===== src/rtl/alu_issue_sched_if.sv =====
// Handshake bundle between the ALU reservation stations, the ALU, the CDB arbiter and
// the ALU issue scheduler.
interface alu_issue_sched_if #(
    parameter int unsigned ROB_DEPTH = 8,
    parameter int unsigned NUM_RS    = 4
);
    localparam int unsigned TW = $clog2(ROB_DEPTH);

    logic                       flush;
    logic [NUM_RS-1:0]          rs_req;
    logic [NUM_RS-1:0][31:0]    rs_instr_i;
    logic [NUM_RS-1:0][31:0]    rs_data_A_i;
    logic [NUM_RS-1:0][31:0]    rs_data_B_i;
    logic [NUM_RS-1:0][TW-1:0]  rs_tag_i;
    logic [NUM_RS-1:0]          rs_grant;
    logic [31:0]                rs_instr;
    logic [31:0]                rs_data_A;
    logic [31:0]                rs_data_B;
    logic                       rs_alu_en;
    logic [TW-1:0]              rs_dest_tag;
    logic                       alu_resp;
    logic [31:0]                alu_result;
    logic [TW-1:0]              alu_tag_CDB;
    logic                       cdb_valid;
    logic [31:0]                cdb_data;
    logic [TW-1:0]              cdb_tag;
    logic                       cdb_gnt;
    logic                       illegal_op;

    modport master (
        output flush, rs_req, rs_instr_i, rs_data_A_i, rs_data_B_i, rs_tag_i,
               alu_resp, alu_result, alu_tag_CDB, cdb_gnt,
        input  rs_grant, rs_instr, rs_data_A, rs_data_B, rs_alu_en, rs_dest_tag,
               cdb_valid, cdb_data, cdb_tag, illegal_op
    );

    modport slave (
        input  flush, rs_req, rs_instr_i, rs_data_A_i, rs_data_B_i, rs_tag_i,
               alu_resp, alu_result, alu_tag_CDB, cdb_gnt,
        output rs_grant, rs_instr, rs_data_A, rs_data_B, rs_alu_en, rs_dest_tag,
               cdb_valid, cdb_data, cdb_tag, illegal_op
    );
endinterface


===== src/rtl/alu_issue_sched.sv =====
// Round-robin issue of ready ALU reservation-station entries into an execute register,
// with a 2-entry writeback queue feeding the CDB through a valid/grant handshake.
module alu_issue_sched #(
    parameter int unsigned ROB_DEPTH = 8,
    parameter int unsigned NUM_RS    = 4
) (
    input logic         clk,
    input logic         rst,
    alu_issue_sched_if.slave bus
);
    localparam int unsigned TW = $clog2(ROB_DEPTH);
    localparam int unsigned RW = $clog2(NUM_RS);

    logic              e_valid_q;
    logic [31:0]       e_instr_q;
    logic [31:0]       e_a_q;
    logic [31:0]       e_b_q;
    logic [TW-1:0]     e_tag_q;
    logic [31:0]       q_data_q [2];
    logic [TW-1:0]     q_tag_q  [2];
    logic              q_head_q;
    logic              q_tail_q;
    logic [1:0]        q_count_q;
    logic [RW-1:0]     rr_q;

    logic              pop;
    logic              push;
    logic              e_drain;
    logic              can_issue;
    logic              gnt_found;
    logic              issue;
    logic [RW-1:0]     gnt_idx;
    logic [RW-1:0]     scan_idx;

    always_comb begin
        pop       = (q_count_q != 2'd0) & bus.cdb_gnt;
        e_drain   = e_valid_q & (~bus.alu_resp | (q_count_q != 2'd2) | pop);
        can_issue = ~bus.flush & (~e_valid_q | e_drain);
        push      = e_drain & bus.alu_resp & ~bus.flush;
        gnt_found = 1'b0;
        gnt_idx   = rr_q;
        scan_idx  = rr_q;
        // Scan starts at rr and wraps naturally because NUM_RS is a power of two
        for (int unsigned k = 0; k < NUM_RS; k++) begin
            scan_idx = rr_q + RW'(k);
            if (!gnt_found && bus.rs_req[scan_idx]) begin
                gnt_found = 1'b1;
                gnt_idx   = scan_idx;
            end
        end
        // Grant is combinational, so it must be masked while reset is held
        issue = can_issue & gnt_found & ~rst;
    end

    assign bus.rs_grant    = issue ? (NUM_RS'(1) << gnt_idx) : '0;
    assign bus.rs_alu_en   = e_valid_q;
    assign bus.rs_instr    = e_instr_q;
    assign bus.rs_data_A   = e_a_q;
    assign bus.rs_data_B   = e_b_q;
    assign bus.rs_dest_tag = e_tag_q;
    assign bus.cdb_valid   = (q_count_q != 2'd0);
    assign bus.cdb_data    = q_data_q[q_head_q];
    assign bus.cdb_tag     = q_tag_q[q_head_q];
    assign bus.illegal_op  = e_drain & ~bus.alu_resp & ~bus.flush;

    always_ff @(posedge clk or posedge rst) begin
        if (rst) begin
            e_valid_q   <= 1'b0;
            e_instr_q   <= '0;
            e_a_q       <= '0;
            e_b_q       <= '0;
            e_tag_q     <= '0;
            q_data_q[0] <= '0;
            q_data_q[1] <= '0;
            q_tag_q[0]  <= '0;
            q_tag_q[1]  <= '0;
            q_head_q    <= 1'b0;
            q_tail_q    <= 1'b0;
            q_count_q   <= 2'd0;
            rr_q        <= '0;
        end else if (bus.flush) begin
            e_valid_q <= 1'b0;
            q_head_q  <= 1'b0;
            q_tail_q  <= 1'b0;
            q_count_q <= 2'd0;
        end else begin
            if (issue) begin
                e_valid_q <= 1'b1;
                e_instr_q <= bus.rs_instr_i[gnt_idx];
                e_a_q     <= bus.rs_data_A_i[gnt_idx];
                e_b_q     <= bus.rs_data_B_i[gnt_idx];
                e_tag_q   <= bus.rs_tag_i[gnt_idx];
                rr_q      <= gnt_idx + RW'(1);
            end else if (e_drain) begin
                e_valid_q <= 1'b0;
            end
            if (push) begin
                q_data_q[q_tail_q] <= bus.alu_result;
                q_tag_q[q_tail_q]  <= bus.alu_tag_CDB;
                q_tail_q           <= ~q_tail_q;
            end
            if (pop) begin
                q_head_q <= ~q_head_q;
            end
            q_count_q <= q_count_q + {1'b0, push} - {1'b0, pop};
        end
    end
endmodule


===== src/flat_wrapper.sv =====
// flat-port wrapper written by rule: the top's interface ports become plain ports
module alu_issue_sched_flat 
#(
    parameter int unsigned ROB_DEPTH = 8,
    parameter int unsigned NUM_RS    = 4
)
  (clk, rst, bus_flush, bus_rs_req, bus_rs_instr_i, bus_rs_data_A_i, bus_rs_data_B_i, bus_rs_tag_i, bus_alu_resp, bus_alu_result, bus_alu_tag_CDB, bus_cdb_gnt, bus_rs_grant, bus_rs_instr, bus_rs_data_A, bus_rs_data_B, bus_rs_alu_en, bus_rs_dest_tag, bus_cdb_valid, bus_cdb_data, bus_cdb_tag, bus_illegal_op);
  alu_issue_sched_if #(.ROB_DEPTH(ROB_DEPTH), .NUM_RS(NUM_RS)) bus_i ();
  input logic clk;
  input logic rst;
  input wire logic [$bits(bus_i.flush)-1:0] bus_flush;
  input wire logic [$bits(bus_i.rs_req)-1:0] bus_rs_req;
  input wire logic [$bits(bus_i.rs_instr_i)-1:0] bus_rs_instr_i;
  input wire logic [$bits(bus_i.rs_data_A_i)-1:0] bus_rs_data_A_i;
  input wire logic [$bits(bus_i.rs_data_B_i)-1:0] bus_rs_data_B_i;
  input wire logic [$bits(bus_i.rs_tag_i)-1:0] bus_rs_tag_i;
  input wire logic [$bits(bus_i.alu_resp)-1:0] bus_alu_resp;
  input wire logic [$bits(bus_i.alu_result)-1:0] bus_alu_result;
  input wire logic [$bits(bus_i.alu_tag_CDB)-1:0] bus_alu_tag_CDB;
  input wire logic [$bits(bus_i.cdb_gnt)-1:0] bus_cdb_gnt;
  output wire logic [$bits(bus_i.rs_grant)-1:0] bus_rs_grant;
  output wire logic [$bits(bus_i.rs_instr)-1:0] bus_rs_instr;
  output wire logic [$bits(bus_i.rs_data_A)-1:0] bus_rs_data_A;
  output wire logic [$bits(bus_i.rs_data_B)-1:0] bus_rs_data_B;
  output wire logic [$bits(bus_i.rs_alu_en)-1:0] bus_rs_alu_en;
  output wire logic [$bits(bus_i.rs_dest_tag)-1:0] bus_rs_dest_tag;
  output wire logic [$bits(bus_i.cdb_valid)-1:0] bus_cdb_valid;
  output wire logic [$bits(bus_i.cdb_data)-1:0] bus_cdb_data;
  output wire logic [$bits(bus_i.cdb_tag)-1:0] bus_cdb_tag;
  output wire logic [$bits(bus_i.illegal_op)-1:0] bus_illegal_op;
  assign bus_i.flush = bus_flush;
  assign bus_i.rs_req = bus_rs_req;
  assign bus_i.rs_instr_i = bus_rs_instr_i;
  assign bus_i.rs_data_A_i = bus_rs_data_A_i;
  assign bus_i.rs_data_B_i = bus_rs_data_B_i;
  assign bus_i.rs_tag_i = bus_rs_tag_i;
  assign bus_i.alu_resp = bus_alu_resp;
  assign bus_i.alu_result = bus_alu_result;
  assign bus_i.alu_tag_CDB = bus_alu_tag_CDB;
  assign bus_i.cdb_gnt = bus_cdb_gnt;
  assign bus_rs_grant = bus_i.rs_grant;
  assign bus_rs_instr = bus_i.rs_instr;
  assign bus_rs_data_A = bus_i.rs_data_A;
  assign bus_rs_data_B = bus_i.rs_data_B;
  assign bus_rs_alu_en = bus_i.rs_alu_en;
  assign bus_rs_dest_tag = bus_i.rs_dest_tag;
  assign bus_cdb_valid = bus_i.cdb_valid;
  assign bus_cdb_data = bus_i.cdb_data;
  assign bus_cdb_tag = bus_i.cdb_tag;
  assign bus_illegal_op = bus_i.illegal_op;
  alu_issue_sched #(.ROB_DEPTH(ROB_DEPTH), .NUM_RS(NUM_RS)) u_core (.clk(clk), .rst(rst), .bus(bus_i));
endmodule

===== config.mk =====
export PLATFORM = sky130hd
export DESIGN_NAME = alu_issue_sched_flat
export DESIGN_NICKNAME = d
export VERILOG_FILES = /design/src/rtl/alu_issue_sched_if.sv /design/src/rtl/alu_issue_sched.sv /design/src/flat_wrapper.sv
export SDC_FILE = /design/constraint.sdc
export NUM_CORES = 1
export LEC_CHECK = 0
export ABC_CLOCK_PERIOD_IN_PS = 7950
export CORE_AREA = 3 3 224 226
export CTS_CLUSTER_SIZE = 14
export DETAILED_ROUTE_END_ITERATION = 8
export DIE_AREA = 0 0 227 229
export DONT_BUFFER_PORTS = 1
export HOLD_SLACK_MARGIN = 0.05
export SETUP_SLACK_MARGIN = 0.3
export SLEW_MARGIN = 10
export SYNTH_ARGS = -nofsm -noshare
export SYNTH_HDL_FRONTEND = slang
export SYNTH_SLANG_ARGS = --single-unit

===== constraint.sdc =====
create_clock -name clk -period 7.95 [get_ports clk]
set_input_delay 1.59 -clock clk [delete_from_list [all_inputs] [get_ports clk]]
set_output_delay 1.59 -clock clk [all_outputs]
set_load 0.005 [all_outputs]

==> summary.md <==
| Metric | Value |
|---|---|
| Synthesis-to-finish area growth | 13.0% |
| Design Area, Final | ~0.011 mm^2 |
| Slew HR | 0.189 |
| CP Launch Type | input pin |
| Mapped Cells | 800 |
| I/O Buffers | 0 |
| Rows | 81 |
| Period utilization | 0.599 |
| IO Pins | slightly below 600 |
| Max Root-Sink Buffers | 2 |
| Max frequency | approximately 0.21 GHz |
| Core ar. | 0.0485 mm^2 |
| Clock buffer count from CTS | 17 |
| Global-route wire length before repair | about 47,000 um |
| Clock Skews | roughly 0.020 ns |
| Post-cts gate resize count | 0 |
| Grt ovf | 0 |
| CP Capture Type | output port |
| Adder-cell area share of the yosys netlist | 0.00791 |
| Total Wirelength | 32,800 um |
| WL/cell | 23.3 um |
| Max incr delay on CP | between 0.6 and 0.7 ns |
| Initial antenna violation count | 8 |
| Die Height | roughly 230 um |
| GPL Wtd Cong | roughly 0.90 |
| H-tree depth | 4 |
| Async set or reset register ratio after synthesis | 1.00 |
| Logic pwr share | 0.331 |
| Drc violations | 0 |
| Vias in the first global route | between 7,000 and 8,000 |
| Clock Sinks | approximately 180 |
| MaxCap Viol Count | 0 |
| Via Count | slightly below 7,000 |
| Internal Power | roughly 2.2 mW |
| Syn Std Cell Area | roughly 0.0095 mm^2 |
| Simple-Gate Fraction of Synth Area | 0.0556 |
| Critical path depth | 7 |
| Post-layout utilization of the core | 0.221 |
| Slowest cell on the critical path | buf_4 |
| Final setup fails | 0 |
| RSZ-0062 raised after global routing | false |
| Die Area | 0.0520 mm^2 |
| Tightest Hold Check Type | reg2reg |
| Synth Net Count | around 1,200 |
| Clock Latency Late Sink | ~0.49 ns |
| Power density cells | 328 mW/mm^2 |
| Synth Flop Type | dfrtp_1 |
| CTS Hold Bufs | 0 |
| Clock power share | 0.250 |
| Worst-case reg-to-reg path depth | 8 |
| Crit path max fanout | 49 |
| Max IR drop VDD | roughly 0.24 mV |
| Sequential share of the synthesized area | 0.464 |
| Data arrival, critical path | 3.17 ns |
| Fin. max-slew vios | 0 |
| Share of cells above drive strength 1 | 0.114 |
| Clock slew at reported path FFs | 0.07 ns |
| Final nets | approximately 1,200 |
| Part of the power in registers | 0.419 |
| Mux share of post-synthesis cell area | 0.333 |
| Fill cells | roughly 5,200 |
| Syn avg cell area | ~12 um^2 |
| Vias/cell | roughly 4.8 |
| Status | finished clean |
| NetSw | around 1.3 mW |
| CP startpoint | bus_rs_req[3] |
| DR pass1 iterations | 4 |
| Library cells used by synthesis | 32 |
| Iter 0 DRT Violations | ~320 |
| Switch share | 0.370 |
| R2R Path Start | u_core.rr_q[1] |
| Largest net degree at the start of global routing | 117 |
| Total track usage | 0.122 |
| Postcts setup bufs | 0 |
| YS warnings | 0 |
| Leakage | between 4 and 5 nW |
| Setup_tns | 0 ns |
| Xor/xnor share of the synthesized area | 0.00369 |
| Clk Tree Root Cell | clkbuf_16 |
| DRT antenna net count | 0 |
| Dpl cell area | around 0.010 mm^2 |
| Number of flops mapped to enable cells by yosys | 0 |
| CP required | ~6.4 ns |
| Buffers & Inverters on Critical Path | 2 |
| TritonCTS clock tree | yes |
| Slew @ Worst Pin | roughly 1.2 ns |
| Largest family of logic cells by synthesized area | multiplexers |
| Worst setup endpoint | bus_rs_grant[1] |
| Top delay family on crit path | buffers and inverters |
| Synth Register Bits | approximately 180 |
| Min Tclk post-route | around 4.8 ns |
| Initial Util | 0.196 |
| CP Cell Sequence | nand3b_1 > o31ai_1 > o31ai_4 > buf_4 > inv_2 > ha_1 > and2_1 |
| Compound-Gate Fraction of Synth Area | 0.103 |
| Final HPWL DP | about 25,000 um |
| Die Wd | ~230 um |
| Reg-to-reg endpoint | u_core.bus.rs_data_A[22] |
| Reg2reg setup slack | about 4.3 ns |
| WHS | slightly below 0.5 ns |
| Final hold vios | 0 |
| Crit Path Category | in2out |
[how the worst min path moves through the flow]
| stage | slack [ns] | end | start | cells past startpoint |
|---|---|---|---|---|
| global route | 0.50 | u_core.q_data_q[33] | u_core.q_data_q[33] | 1 |
| CTS | 0.49 | u_core.q_data_q[52] | u_core.q_data_q[52] | 1 |
| finish | 0.48 | u_core.q_data_q[52] | u_core.q_data_q[52] | 1 |
| detailed placement | 0.47 | u_core.q_data_q[52] | u_core.q_data_q[52] | 1 |
| global placement | 0.46 | u_core.q_data_q[38] | u_core.q_data_q[38] | 1 |
| floorplan | 0.45 | u_core.q_data_q[32] | u_core.q_data_q[32] | 1 |
[per-layer routing]
metal	up-vias	wire, um	global-route usage
met2	381	16500	0.204
li1	2951	-	-
met3	54	2850	0.0406
met5	-	0	0
met4	0	1090	0.0659
met1	3341	12300	0.136
[cell usage after synthesis, types with 4 or more instances]
library cell	number	share of area
clkbuf_1	27	0.011
inv_1	5	0.0020
mux2i_1	198	0.21
ha_1	6	0.0079
mux2_1	70	0.083
o221ai_1	99	0.091
nand2_1	105	0.042
dfrtp_1	176	0.46
mux2_2	35	0.042
and2_1	5	0.0033
buf_1	5	0.0020
nor2b_1	5	0.0033
nor2_1	6	0.0024
o21ai_1	4	0.0021
buf_2	31	0.016
[area by class of cell]
type,count,area (um^2),area share
sequential,176,4400,0.410
antenna,7,17.5,0.00163
tap,622,778,0.0725
inverter,7,33.8,0.00315
timing repair buffer,10,75.1,0.00700
clock buffer,18,439,0.0409
multi-input combinational,553,4810,0.448
clock inverter,14,170,0.0159
[power by group through the flow]
stage	logic, mW	registers, mW	clock network [mW]
6_report	1.17	1.48	0.882
5_1_grt	1.29	1.51	0.952
3_5_place_dp	1.19	1.49	0
4_1_cts	1.19	1.48	0.932
2_1_floorplan	0.967	1.39	0
3_3_place_gp	1.15	1.48	0
[flip-flops by register name, indices dropped and copies added (netlist names), 2 cells and up]
name and count:
u_core.rr_q 2, u_core.q_tag_q 6, u_core.bus.rs_data_B 32, u_core.q_count_q 2
u_core.bus.rs_data_A 32, u_core.q_data_q 64, u_core.bus.rs_instr 32, u_core.bus.rs_dest_tag 3
[metrics by stage]
step	setup slack [ns]	cells	total power, mW
6_report	3.19	1407	3.52
5_1_grt	3.08	1405	3.75
4_1_cts	3.20	1400	3.60
3_5_place_dp	3.22	1368	2.67
3_3_place_gp	3.24	1368	2.63
2_1_floorplan	1.59	800	2.35
[cell usage in the layout, fill, tap and decap left out, types with 6 or more instances in the layout]
cell	synthesis	routed
mux2_1	70	70
mux2i_1	198	198
mux2_2	35	35
dfrtp_1	176	176
buf_4	0	10
o221ai_1	99	99
ha_1	6	6
nor2_1	6	6
inv_8	0	7
nand2_1	105	104
diode_2	0	7
clkbuf_16	0	17
[cells by family after synthesis]
family / Yosys count
xor+xnor: 4
simple gates: 129
buf+inv: 71
mux: 303
compound gates: 111
fa+ha+maj: 6
flops: 176
[worst register-to-register path, cell delays in order, from the launching register on]
cell	delay, ns
dfrtp_1	0.44
nand3b_1	0.11
o31ai_1	0.10
o31ai_4	0.25
buf_4	0.65
buf_4	0.64
buf_4	0.78
mux2i_1	0.36
o221ai_1	0.15
(Power assumes the default switching activity.)
